===== src/rtl/shift_reg_pkg.sv =====
// Shared definitions for the universal shift register.
// Contents:
//   - op-code constants OP_HOLD..OP_LOAD
//   - amt_width(): step-count field width for a given register width
//   - is_step_op(): true for ops that run one step per clock
package shift_reg_pkg;

    // Codes 000-011 keep the legacy 2-bit hold/complement/shift encoding.
    localparam logic [2:0] OP_HOLD = 3'b000;
    localparam logic [2:0] OP_COMP = 3'b001;
    localparam logic [2:0] OP_SHR  = 3'b010;
    localparam logic [2:0] OP_SHL  = 3'b011;
    localparam logic [2:0] OP_ROR  = 3'b100;
    localparam logic [2:0] OP_ROL  = 3'b101;
    localparam logic [2:0] OP_ASR  = 3'b110;
    localparam logic [2:0] OP_LOAD = 3'b111;

    // Enough bits to hold every count from 0 to width inclusive.
    function automatic int unsigned amt_width(int unsigned width);
        return $clog2(width + 1);
    endfunction

    function automatic logic is_step_op(logic [2:0] op);
        return (op != OP_HOLD) && (op != OP_COMP) && (op != OP_LOAD);
    endfunction

endpackage


===== src/rtl/shift_step_logic.sv =====
// Combinational next-value logic for one step of the universal shift register.
// Ports:
//   q_i           current register contents
//   op_i          operation code (shift_reg_pkg OP_*)
//   shift_in_r_i  bit entering the MSB on SHR
//   shift_in_l_i  bit entering the LSB on SHL
//   load_data_i   parallel load value for LOAD
//   q_next_o      register value after one step of op_i
module shift_step_logic
    import shift_reg_pkg::*;
#(
    parameter int unsigned WIDTH = 8
) (
    input  logic [WIDTH-1:0] q_i,
    input  logic [2:0]       op_i,
    input  logic             shift_in_r_i,
    input  logic             shift_in_l_i,
    input  logic [WIDTH-1:0] load_data_i,
    output logic [WIDTH-1:0] q_next_o
);

    always_comb begin
        q_next_o = q_i;
        unique case (op_i)
            OP_HOLD: q_next_o = q_i;
            OP_COMP: q_next_o = ~q_i;
            OP_SHR:  q_next_o = {shift_in_r_i, q_i[WIDTH-1:1]};
            OP_SHL:  q_next_o = {q_i[WIDTH-2:0], shift_in_l_i};
            OP_ROR:  q_next_o = {q_i[0], q_i[WIDTH-1:1]};
            OP_ROL:  q_next_o = {q_i[WIDTH-2:0], q_i[WIDTH-1]};
            OP_ASR:  q_next_o = {q_i[WIDTH-1], q_i[WIDTH-1:1]};
            OP_LOAD: q_next_o = load_data_i;
        endcase
    end

endmodule


===== src/rtl/universal_shift_reg.sv =====
// WIDTH-bit universal shift register with a valid/ready command interface.
// HOLD/COMP/LOAD complete on the accept edge; shift/rotate ops run one step
// per clock for min(cmd_amt, WIDTH) steps.
// Ports:
//   clk, reset_n             clock, synchronous active-low reset
//   cmd_valid / cmd_ready    command handshake (cmd_ready = ~busy)
//   cmd_op, cmd_amt          operation code and step count
//   load_data                parallel load value
//   shift_in_R, shift_in_L   serial inputs, sampled on every step edge
//   q                        register contents
//   serial_out_R/L           q[0] / q[WIDTH-1]
//   busy                     multi-step command still running
//   done                     one-cycle pulse after a command's final update
module universal_shift_reg
    import shift_reg_pkg::*;
#(
    parameter int unsigned WIDTH = 8,  // must be >= 2
    localparam int unsigned AMT_W = amt_width(WIDTH)
) (
    input  logic             clk,
    input  logic             reset_n,
    input  logic             cmd_valid,
    output logic             cmd_ready,
    input  logic [2:0]       cmd_op,
    input  logic [AMT_W-1:0] cmd_amt,
    input  logic [WIDTH-1:0] load_data,
    input  logic             shift_in_R,
    input  logic             shift_in_L,
    output logic [WIDTH-1:0] q,
    output logic             serial_out_R,
    output logic             serial_out_L,
    output logic             busy,
    output logic             done
);

    logic [WIDTH-1:0] q_q, q_d, step_q;
    logic [AMT_W-1:0] rem_q, rem_d, amt_eff;
    logic [2:0]       op_q, op_d, op_sel;
    logic             busy_q, busy_d;
    logic             done_q, done_d;
    logic             accept;

    assign accept  = cmd_valid & ~busy_q;
    assign amt_eff = (cmd_amt > AMT_W'(WIDTH)) ? AMT_W'(WIDTH) : cmd_amt;
    // The first step uses the incoming op; later steps use the latched one.
    assign op_sel  = accept ? cmd_op : op_q;

    shift_step_logic #(
        .WIDTH(WIDTH)
    ) u_step (
        .q_i         (q_q),
        .op_i        (op_sel),
        .shift_in_r_i(shift_in_R),
        .shift_in_l_i(shift_in_L),
        .load_data_i (load_data),
        .q_next_o    (step_q)
    );

    always_comb begin
        q_d    = q_q;
        rem_d  = rem_q;
        busy_d = busy_q;
        op_d   = op_q;
        done_d = 1'b0;
        if (accept) begin
            op_d = cmd_op;
            if (!is_step_op(cmd_op)) begin
                q_d    = step_q;
                done_d = 1'b1;
            end else if (amt_eff == '0) begin
                done_d = 1'b1;
            end else begin
                q_d    = step_q;
                rem_d  = amt_eff - AMT_W'(1);
                busy_d = (amt_eff > AMT_W'(1));
                done_d = (amt_eff == AMT_W'(1));
            end
        end else if (busy_q) begin
            q_d    = step_q;
            rem_d  = rem_q - AMT_W'(1);
            busy_d = (rem_q > AMT_W'(1));
            done_d = (rem_q == AMT_W'(1));
        end
    end

    always_ff @(posedge clk) begin
        if (!reset_n) begin
            q_q    <= '0;
            rem_q  <= '0;
            op_q   <= OP_HOLD;
            busy_q <= 1'b0;
            done_q <= 1'b0;
        end else begin
            q_q    <= q_d;
            rem_q  <= rem_d;
            op_q   <= op_d;
            busy_q <= busy_d;
            done_q <= done_d;
        end
    end

    assign q            = q_q;
    assign busy         = busy_q;
    assign done         = done_q;
    assign cmd_ready    = ~busy_q;
    assign serial_out_R = q_q[0];
    assign serial_out_L = q_q[WIDTH-1];

endmodule


===== config.mk =====
export PLATFORM = sky130hd
export DESIGN_NAME = universal_shift_reg
export DESIGN_NICKNAME = d
export VERILOG_FILES = /design/src/rtl/shift_reg_pkg.sv /design/src/rtl/shift_step_logic.sv /design/src/rtl/universal_shift_reg.sv
export SDC_FILE = /design/constraint.sdc
export NUM_CORES = 1
export LEC_CHECK = 0
export CAP_MARGIN = 30
export CORE_MARGIN = 2
export CORE_UTILIZATION = 48
export CTS_CLUSTER_SIZE = 28
export DETAILED_ROUTE_END_ITERATION = 10
export GPL_TIMING_DRIVEN = 0
export PLACE_DENSITY = 0.78
export SKIP_CTS_REPAIR_TIMING = 1
export SYNTH_ARGS = -nofsm -noshare
export SYNTH_HDL_FRONTEND = slang
export SYNTH_HIERARCHICAL = 1
export SYNTH_SLANG_ARGS = --single-unit
export TNS_END_PERCENT = 5

===== constraint.sdc =====
create_clock -name clk -period 3.7 [get_ports clk]
set_input_delay 0.925 -clock clk [delete_from_list [all_inputs] [get_ports clk]]
set_output_delay 0.925 -clock clk [all_outputs]
set_load 0.05 [all_outputs]

# Yosys cells after proc, flatten, opt, wreduce, memory -nomap -nowiden
# Cells that the tools add are included.
[word_totals]
regBits = 17
out_inout_bits = 13
wordCells = 55
[op_classes]
n_addsub = 2
magnitude_cmp = 3
eq_ne = 14
mux = 19
n_bitwise = 3
n_reduce_logical = 9
[ops]
columns = ["cell", "n"]
rows = [
  ["$pmux W8 S8", 1],
  ["$mux W8", 4],
  ["$mux W4", 5],
  ["$eq A3 B3 Y1 const B", 4],
  ["$eq A4 B1 Y1 const B", 2],
  ["$gt A4 B1 Y1 const B", 2],
  ["$mux W1", 8],
  ["$not A8 Y8", 1],
  ["$sub A4 B1 Y4 const B", 2],
  ["$eq A3 B2 Y1 const B", 2],
  ["$ne A3 B3 Y1 const B", 2],
  ["$gt A4 B4 Y1 const B", 1],
  ["$logic_not A4 Y1", 1],
  ["$reduce_and A2 Y1", 2],
  ["$eq A3 B1 Y1 const B", 1],
  ["$logic_not A3 Y1", 1],
  ["$mux W3", 1],
  ["$ne A3 B1 Y1 const B", 1],
  ["$reduce_and A3 Y1", 1],
  ["$reduce_bool A3 Y1", 1],
  ["$logic_and A1 B1 Y1", 2],
  ["$ne A2 B1 Y1 const B", 1],
  ["$ne A2 B2 Y1 const B", 1],
  ["$reduce_bool A2 Y1", 1],
  ["2 further kinds", 2],
]

# Longest topological paths before layout
# Gate-level depths: netlist of run 1.
[logic_depth]
depth_word = 8
depth_mapped = 11
depth_no_buf = 10

# Hierarchy
# Netlist of run 1, hierarchy kept.
[modules_own_cells]
columns = ["module", "n_inst", "cells_per_inst", "area_per_inst_um2", "seq_area_each_um2"]
rows = [
  ["universal_shift_reg", 1, 113, 902.1, 340.3],
  ["shift_step_logic", 1, 68, 405.4, 0.0],
]

# Least setup slack after synthesis of run 1
# OpenSTA, ideal clock, no wires.
[synth_path]
path_type = "reg-to-reg"
startpoint = "register busy_q, in the netlist busy"
endpoint = "register q_q[3], in the netlist q[3]"
t_arrival_ns = 2.546
required_time_ns = 3.577
path_slack_ns = 1.031
stages_incl_launch_ff = 12
path_cell_list = "dfxtp_1 -> inv_1 -> nand2_1 -> nand2_1 -> nand2_1 -> buf_4 -> nand2_1 -> a222oi_1 -> nand2_1 -> o2bb2ai_1 -> nand2_1 -> o21ai_0"
[synth_via]
elab_chain_len = 8
word_cells_on_any_way = 19
cone_classes = "8 x eq/ne; 6 x mux; 2 x bitwise; 3 x reduce/logical"
[synth_lines]
columns = ["element", "line_no", "rtl"]
rows = [
  ["start, declared", "universal_shift_reg.sv:39", "logic busy_q, busy_d;"],
  ["start signal, assigned", "universal_shift_reg.sv:97", "busy_q <= busy_d;"],
  ["$not A1 Y1 (*)", "-", ""],
  ["net cmd_ready", "universal_shift_reg.sv:23", "output logic cmd_ready,"],
  ["$and A1 B1 Y1 (*)", "universal_shift_reg.sv:43", "assign accept = cmd_valid & ~busy_q;"],
  ["$mux W3", "-", ""],
  ["$eq A3 B3 Y1, or another cell as far along", "shift_step_logic.sv:24", "unique case (op_i)"],
  ["$pmux W8 S8", "shift_step_logic.sv:24", ""],
  ["$mux W8", "universal_shift_reg.sv:70", "end else if (amt_eff == '0) begin"],
  ["$mux W8", "universal_shift_reg.sv:67", "if (!is_step_op(cmd_op)) begin"],
  ["$mux W8 (*)", "universal_shift_reg.sv:65", "if (accept) begin"],
  ["net q_d[3]", "universal_shift_reg.sv:36", "logic [WIDTH-1:0] q_q, q_d, step_q;"],
  ["end signal, assigned", "universal_shift_reg.sv:94", "q_q <= q_d;"],
  ["end, declared", "universal_shift_reg.sv:36", ""],
]
# Mark *: on every way through the listed nets, which the timed path passes. The rest lies on a longest branch. The select of a mux whose other input is x is not followed.
# A chain may end at the register's enable or synchronous reset.

# Worst setup path after layout of run 1
[layout_path]
startpoint = "input cmd_valid"
endpoint = "register q_q[5], in the netlist q[5]"
[layout_via]
elab_chain_len = 7
word_cells_on_any_way = 18
cone_classes = "8 x eq/ne; 6 x mux; 1 x bitwise; 3 x reduce/logical"
[layout_lines]
columns = ["element", "line_no", "rtl"]
rows = [
  ["start, declared", "universal_shift_reg.sv:22", "input logic cmd_valid,"],
  ["$and A1 B1 Y1 (*)", "universal_shift_reg.sv:43", ""],
  ["$mux W3", "-", ""],
  ["$eq A3 B3 Y1, or another cell as far along", "shift_step_logic.sv:24", ""],
  ["$pmux W8 S8", "shift_step_logic.sv:24", ""],
  ["$mux W8", "universal_shift_reg.sv:70", ""],
  ["$mux W8", "universal_shift_reg.sv:67", ""],
  ["$mux W8 (*)", "universal_shift_reg.sv:65", ""],
  ["net q_d[5]", "universal_shift_reg.sv:36", ""],
]
# Marked as above.

==> results_tabular.tex, run 1 <==
\begin{tabular}{lr}
\hline
Metric & Value \\
\hline
\multicolumn{2}{l}{\textbf{Timing}} \\
\quad Tightest Pin Transition & $\sim$0.56 ns \\
\quad Worst setup slack after layout & just under 0.5 ns \\
\quad Number of endpoints with negative hold slack in the final report & 0 \\
\quad Worst max-slew margin expressed relative to the limit & 62.3\% \\
\quad Max frequency & between 300 and 400 MHz \\
\quad Setup violation total in the final timing report & 0 \\
\quad Setup TNS Final & 0 ns \\
\quad Clock period minus final worst setup slack & 3.21 ns \\
\quad Post-route clock skew & between 0.006 and 0.007 ns \\
\quad Unrepaired setup endpoints after global routing & no \\
\quad Share of the clock period used by the worst path & 86.9\% \\
\quad Final Max Tran Viols & 0 \\
\multicolumn{2}{l}{\textbf{Floorplanning}} \\
\quad Number of top-level design ports & 33 \\
\quad Height of the die & approximately 56 um \\
\quad Core Rows & 18 \\
\quad Placeable core area & around 2500 um2 \\
\quad Area of the die & roughly 3200 um2 \\
\quad Width of the die & 56.2 um \\
\quad Starting density of the core & 51.8\% \\
\multicolumn{2}{l}{\textbf{Power and ir drop}} \\
\quad Total power divided by cell area & between 300 and 400 nW/um2 \\
\quad Largest voltage drop on the vdd net & about 0.00027 V \\
\quad Total power & 0.647 mW \\
\quad Static Leak & 0.649 nW \\
\multicolumn{2}{l}{\textbf{Route}} \\
\quad Number of vias after detailed routing & around 1500 \\
\quad Detailed-router iteration count before antenna repair & 4 \\
\quad Post-detailed-route wirelength per cell & around 14 um \\
\quad DRC marker count from the first detailed-route iteration & slightly below 100 \\
\quad DR vias/cell & $\sim$6 \\
\quad Total DRC errors in the routed layout & 0 \\
\quad Total length of routed wires & between 3000 and 4000 um \\
\quad Detail Route Antenna Nets & 0 \\
\multicolumn{2}{l}{\textbf{Synth}} \\
\quad Count leader, synth & sky130\_fd\_sc\_hd\_\_nand2\_1 \\
\quad Number of synthesized register bits & 17 \\
\quad Number of warnings reported in the yosys synthesis log & 6 \\
\quad Mean instance size in the synthesized netlist & 7.22 um2 \\
\quad Number of distinct standard cells referenced by the synthesized netlist & 41 \\
\quad Mapped cell area & between 1000 and 1500 um2 \\
\quad Compound-Gate Fraction of Synth Area & around a quarter \\
\quad Count of mapped cells out of synthesis & roughly 180 \\
\quad Share of synthesized flip-flops with an asynchronous set or reset & 0\% \\
\quad Share of the synthesized netlist area taken by xor and xnor gates & under 10\% \\
\quad Seq/Total Area, Yosys & between 20\% and 30\% \\
\quad Net count after synthesis & a little over 200 \\
\quad Combinational family with the most area after synthesis & simple AND/OR/NAND/NOR gates \\
\quad Number of enable flip-flop cells after synthesis & 0 \\
\quad Synth area leaders & sky130\_fd\_sc\_hd\_\_dfxtp\_1 26\%, sky130\_fd\_sc\_hd\_\_nand2\_1 12\%, sky130\_fd\_sc\_hd\_\_o21ai\_0 6.5\% \\
\quad Most common library cells after synthesis & 43 x sky130\_fd\_sc\_hd\_\_nand2\_1, 17 x sky130\_fd\_sc\_hd\_\_dfxtp\_1, 17 x sky130\_fd\_sc\_hd\_\_o21ai\_0 \\
\quad Commonest register cell after synthesis & sky130\_fd\_sc\_hd\_\_dfxtp\_1 \\
\quad Fraction of post-synthesis cell area in the top cell type by area & 26.0\% \\
\quad Multiplexer share of the synthesized area & under 10\% \\
\quad Synth Area in Simple Gates & 33.4\% \\
\quad Adder-cell share of the synthesized area & under 10\% \\
\quad Post-synth top area cell & sky130\_fd\_sc\_hd\_\_dfxtp\_1 \\
\multicolumn{2}{l}{\textbf{Min path}} \\
\quad Worst hold path type & flip-flop to flip-flop \\
\multicolumn{2}{l}{\textbf{Clock tree}} \\
\quad Worst-case clock buffer depth & 2 \\
\quad Worst-Skew Late Latency & just under 0.3 ns \\
\quad CTS clk-pin slew, worst paths & roughly 0.11 ns \\
\quad Number of CTS-inserted buffers & 3 \\
\quad Root Buffer & sky130\_fd\_sc\_hd\_\_clkbuf\_4 \\
\quad Clock tree from TritonCTS & yes \\
\quad Number of levels in the clock H-tree & 1 \\
\quad \# clock sinks & 17 \\
\multicolumn{2}{l}{\textbf{Global routing}} \\
\quad Global route overflow & 0 \\
\quad Total routing resource utilization after global routing & between 20\% and 30\% \\
\quad Via count of the first global-routing pass & between 1000 and 1500 \\
\quad Initial antenna violation count & 0 \\
\quad Pin count of the biggest net entering global routing & 11 \\
\quad Wire length of the first global-routing pass & around 6000 um \\
\multicolumn{2}{l}{\textbf{Placed design}} \\
\quad Worst slack, placed & 0.254 ns \\
\quad Cell area after placement & about 1700 um2 \\
\quad RD Place Congestion & 0.848 \\
\quad HPWL reported at the end of detailed placement & 2700 um \\
\quad Number of buffers added on ports & 31 \\
\multicolumn{2}{l}{\textbf{Setup path}} \\
\quad Chain of cells forming the critical path & clkdlybuf4s50\_1 > nor2b\_1 > clkbuf\_1 > nand2\_1 > nand2\_1 > a21boi\_1 > a221oi\_1 > o2bb2ai\_1 > nand2\_1 > o21ai\_0 \\
\quad Slowest library cell on the worst path & sky130\_fd\_sc\_hd\_\_clkdlybuf4s50\_1 \\
\quad Kind of critical path & input pin to flip-flop \\
\quad Max Fanout on Critical Path & 8 \\
\quad Crit start category & input pin \\
\quad Arrival time of the worst setup path & about 3.4 ns \\
\quad Data required time of the critical path & a little under 4 ns \\
\quad Worst Setup End Kind & flip-flop \\
\quad Delay of the slowest critical-path stage & roughly 0.55 ns \\
\quad Most frequent cell on the critical path & sky130\_fd\_sc\_hd\_\_nand2\_1 \\
\multicolumn{2}{l}{\textbf{Cells and area}} \\
\quad Nets@finish & 242 \\
\quad Area added between synthesis and finish & 28.6\% \\
\quad Multi-input logic area & between 800 and 900 um2 \\
\quad Antenna Cells & 0 \\
\quad Total area of sequential cells & 340 um2 \\
\quad Area of all placed cells without fillers & $\sim$1700 um2 \\
\quad Final-layout fill cell count & approximately 220 \\
\quad Share of layout cells above drive strength 1 & roughly 8.3\% \\
\multicolumn{2}{l}{\textbf{Flow run}} \\
\quad Max-cap violations & 0 \\
\multicolumn{2}{l}{\textbf{Outcome}} \\
\quad Outcome & finished, final reports clean \\
\hline
\end{tabular}
## cell type report
type	instances	share of cell area, %
timing repair buffer	31	18.5
tap	30	2.23
multi-input combinational	147	52.5
sequential	17	20.2
clock buffer	4	1.56
buffer	12	3.94
inverter	5	1.12
## metrics by stage
step                hold slack (ns)  instances  utilization (%)
global route                  0.531        246             66.7
floorplan                     0.461        181                -
finish                        0.505        246             66.7
CTS                           0.500        246             66.7
detailed placement            0.486        242             65.6
global placement              0.474        242             65.6
## flip-flops by register name (all words and copies together), names as in the netlist
name	flops
q	8
done	1
busy	1
op_q	3
rem_q	4
## cells in the final DEF (no fill, tap or decap), drive strengths merged, types with 4 or more instances in the layout
cell type      netlist  routed
a21oi                9       9
a222oi               5       5
and2                 4       4
buf                  6       6
clkbuf               6      10
clkdlybuf4s50        0      31
dfxtp               17      17
ha                   5       5
inv                  5       5
nand2               43      43
nand3                9       9
nor2                 8       8
nor2b                6       6
o21ai               17      17
o2bb2ai              6       6
or2                  5       5
## worst paths after layout
check,from,depth (start not counted),end,slack [ns]
setup / recovery,cmd_valid,10,q[5],0.49
hold reg to reg,rem_q[3],2,rem_q[3],0.50
hold / removal,rem_q[3],2,rem_q[3],0.50
setup reg to reg,busy,9,q[5],1.25
## power breakdown
part / switching [mW] / leakage (nW) / internal, mW
combinational: 0.182 / 0.494 / 0.129
sequential: 0.0294 / 0.140 / 0.205
clock: 0.0600 / 0.0150 / 0.0419
total: 0.271 / 0.649 / 0.376
## routing by layer
metal	GRT usage, %	wire, um	up-vias
li1	-	-	722
met1	33.0	1510	665
met2	35.0	1610	80
met3	4.88	379	6
met4	7.14	40	0
met5	0	0	-
## cell families after synthesis
group,count (synthesis)
AOI/OAI and AO/OA,47
xor gates and xnor gates,2
adders and majority gates,5
buffers and inverters,17
DFF,17
muxes,3
and+or+nand+nor,90
## critical path: cells and delay by family
kind,cells,cell delay (ns)
AO/OA/AOI/OAI,4,1.12
AND/OR/NAND/NOR,4,0.49
buffers and inverters,2,0.90
No activity file was read; power rests on OpenSTA's default activity.
==> inputs of run 2 (changes only) <==
--- a/config.mk
+++ b/config.mk
@@ -6,7 +6,7 @@
 export NUM_CORES = 1
 export LEC_CHECK = 0
 export CAP_MARGIN = 30
-export CORE_MARGIN = 2
+export CORE_MARGIN = 5
 export CORE_UTILIZATION = 48
 export CTS_CLUSTER_SIZE = 28
 export DETAILED_ROUTE_END_ITERATION = 10
==> run 2 against run 1 <==
Net effect:
- combinational power about the same
- fmax rose by 2.5%
- die area up 22%
- cell count up 0.41%
- clock power is 4% lower
- cell area about the same
==> results_tabular.tex, run 2 (same netlist as run 1, synthesis figures left out) <==
\begin{tabular}{lr}
\hline
Metric & Value \\
\hline
\multicolumn{2}{l}{\textbf{Cells and area}} \\
\quad Number of flip-flops in the largest register & 8 \\
\quad Most common cell after layout, fill and taps aside & sky130\_fd\_sc\_hd\_\_nand2\_1 \\
\quad Share of layout cells above drive strength 1 & roughly 8.3\% \\
\quad Final-layout fill cell count & around 240 \\
\quad Area added between synthesis and finish & 28.7\% \\
\quad Antenna Cells & 0 \\
\quad Most used cells in the layout excluding fill and tap cells & 43 x sky130\_fd\_sc\_hd\_\_nand2\_1, 31 x sky130\_fd\_sc\_hd\_\_clkdlybuf4s50\_1, 17 x sky130\_fd\_sc\_hd\_\_o21ai\_0, 17 x sky130\_fd\_sc\_hd\_\_dfxtp\_1, 9 x sky130\_fd\_sc\_hd\_\_nand3\_1 \\
\quad Nets@finish & between 200 and 250 \\
\multicolumn{2}{l}{\textbf{Setup path}} \\
\quad Worst Reg-to-Reg Cells & 10 \\
\quad Most frequent cell on the critical path & sky130\_fd\_sc\_hd\_\_nand2\_1 \\
\quad Max Fanout on Critical Path & 8 \\
\quad Delay of the slowest critical-path stage & 0.54 ns \\
\quad Chain of cells forming the critical path & clkdlybuf4s50\_1 > nor2b\_1 > clkbuf\_1 > nand2\_1 > nand2\_1 > a21boi\_1 > a222oi\_1 > nand2\_1 > o2bb2ai\_1 > nand2\_1 > o21ai\_0 \\
\quad Worst Setup End Kind & flip-flop \\
\quad Kind of critical path & input pin to flip-flop \\
\quad Data required time of the critical path & between 3 and 4 ns \\
\quad Crit start category & input pin \\
\quad Arrival time of the worst setup path & roughly 3.3 ns \\
\quad Slowest library cell on the worst path & sky130\_fd\_sc\_hd\_\_clkdlybuf4s50\_1 \\
\multicolumn{2}{l}{\textbf{Placed design}} \\
\quad HPWL reported at the end of detailed placement & approximately 2700 um \\
\quad Number of buffers added on ports & 31 \\
\quad RD Place Congestion & roughly 0.86 \\
\multicolumn{2}{l}{\textbf{Power and ir drop}} \\
\quad Total power & roughly 0.64 mW \\
\quad Share of total power in combinational logic & between 40\% and 50\% \\
\quad Largest voltage drop on the vdd net & between 0.0002 and 0.00025 V \\
\quad Internal power component & 0.376 mW \\
\quad Static Leak & about 0.65 nW \\
\quad Total power divided by cell area & approximately 380 nW/um2 \\
\quad Share of total power consumed by net switching & between 40\% and 50\% \\
\quad Part of the total power dissipated in the clock network & between 10\% and 20\% \\
\quad Relative contribution of sequential cells to total power & 36.5\% \\
\quad Net load switching power & $\sim$0.27 mW \\
\multicolumn{2}{l}{\textbf{Route}} \\
\quad DR vias/cell & 5.90 \\
\quad Total length of routed wires & between 3000 and 4000 um \\
\quad DRC marker count from the first detailed-route iteration & 148 \\
\quad Detail Route Antenna Nets & 0 \\
\quad Total DRC errors in the routed layout & 0 \\
\quad Detailed-router iteration count before antenna repair & 7 \\
\quad Number of vias after detailed routing & 1458 \\
\quad Post-detailed-route wirelength per cell & $\sim$14 um \\
\multicolumn{2}{l}{\textbf{Global routing}} \\
\quad Met2 layer usage reported by global route & between 20 and 30\% \\
\quad Global route overflow & 0 \\
\quad Total routing resource utilization after global routing & between 10\% and 20\% \\
\quad Pin count of the biggest net entering global routing & 11 \\
\quad Grt peak-use layer & met2 \\
\quad GR Util met1 & $\sim$21\% \\
\quad Met3 usage in global routing & a little over 4\% \\
\quad Via count of the first global-routing pass & 1281 \\
\quad Initial antenna violation count & 0 \\
\quad Wire length of the first global-routing pass & around 5700 um \\
\multicolumn{2}{l}{\textbf{Timing}} \\
\quad Worst max-slew margin expressed relative to the limit & approximately 63\% \\
\quad Final Max Tran Viols & 0 \\
\quad Max frequency & 319 MHz \\
\quad Number of endpoints with negative hold slack in the final report & 0 \\
\quad Setup violation total in the final timing report & 0 \\
\quad Clock period minus final worst setup slack & between 3 and 4 ns \\
\quad Setup TNS Final & 0 ns \\
\quad Share of the clock period used by the worst path & between 80\% and 90\% \\
\quad Unrepaired setup endpoints after global routing & no \\
\quad Final Hold Slack & $\sim$0.50 ns \\
\quad Post-route clock skew & a little under 0.007 ns \\
\quad Tightest Pin Transition & 0.548 ns \\
\multicolumn{2}{l}{\textbf{Clock tree}} \\
\quad Number of CTS-inserted buffers & 3 \\
\quad Number of levels in the clock H-tree & 1 \\
\quad Root Buffer & sky130\_fd\_sc\_hd\_\_clkbuf\_4 \\
\quad CTS clk-pin slew, worst paths & $\sim$0.10 ns \\
\quad Worst-case clock buffer depth & 2 \\
\quad Worst-Skew Late Latency & between 0.2 and 0.3 ns \\
\quad Clock tree from TritonCTS & yes \\
\quad \# clock sinks & 17 \\
\multicolumn{2}{l}{\textbf{Floorplanning}} \\
\quad Starting density of the core & between 40\% and 50\% \\
\quad Height of the die & between 60 and 70 um \\
\quad Area of the die & just under 4000 um2 \\
\quad Number of top-level design ports & 33 \\
\quad Placeable core area & roughly 2700 um2 \\
\quad Core Rows & 19 \\
\quad Width of the die & between 60 and 70 um \\
\multicolumn{2}{l}{\textbf{Flow run}} \\
\quad Max-cap violations & 0 \\
\multicolumn{2}{l}{\textbf{Min path}} \\
\quad Worst hold path type & flip-flop to flip-flop \\
\quad Hold path cells & 2 \\
\multicolumn{2}{l}{\textbf{Outcome}} \\
\quad Outcome & finished, final reports clean \\
\hline
\end{tabular}
[run 2: area by class of cell]
class,count,area [um2],share of cell area (%)
plain buffers,12,66.3,3.94
clock buffers,4,26.3,1.56
inverters,5,18.8,1.12
multi-input cells,147,882,52.4
flip-flops and latches,17,340,20.2
well taps,31,38.8,2.30
repair buffers,31,310,18.4
[run 2: final timing paths]
kind / end / slack (ns) / from
max reg2reg: q[6] / 1.32 / busy
max: q[6] / 0.57 / cmd_valid
min: rem_q[3] / 0.50 / rem_q[3]
min reg2reg: rem_q[3] / 0.50 / rem_q[3]
[run 2: metrics by stage]
step,cell area (um2),worst slack [ns],util (%),cells
after floorplan,1310,1.03,-,181
after CTS,1680,0.615,62.6,247
after global routing,1680,0.386,62.6,247
after global placement,1660,0.401,61.7,243
after detailed placement,1660,0.316,61.7,243
final,1680,0.566,62.6,247
[run 2: per-layer routing]
| metal | wire length (um) | vias up |
|---|---|---|
| li1 | - | 716 |
| met1 | 1490 | 674 |
| met2 | 1740 | 64 |
| met3 | 253 | 4 |
| met4 | 17 | 0 |
| met5 | 0 | - |
[run 2: critical path, delay by kind of cell]
kind / cells / cell delay, ns
compound gates: 4 / 0.88
buf+inv: 2 / 0.86
simple gates: 5 / 0.65
[run 2: power groups by stage]
stage                     clock network [mW]  registers (mW)  logic, mW
after floorplan                            0           0.279      0.170
after global placement                     0           0.237      0.298
after detailed placement                   0           0.238      0.306
after CTS                              0.101           0.233      0.308
after global routing                   0.108           0.239      0.334
final                                 0.0978           0.234      0.310
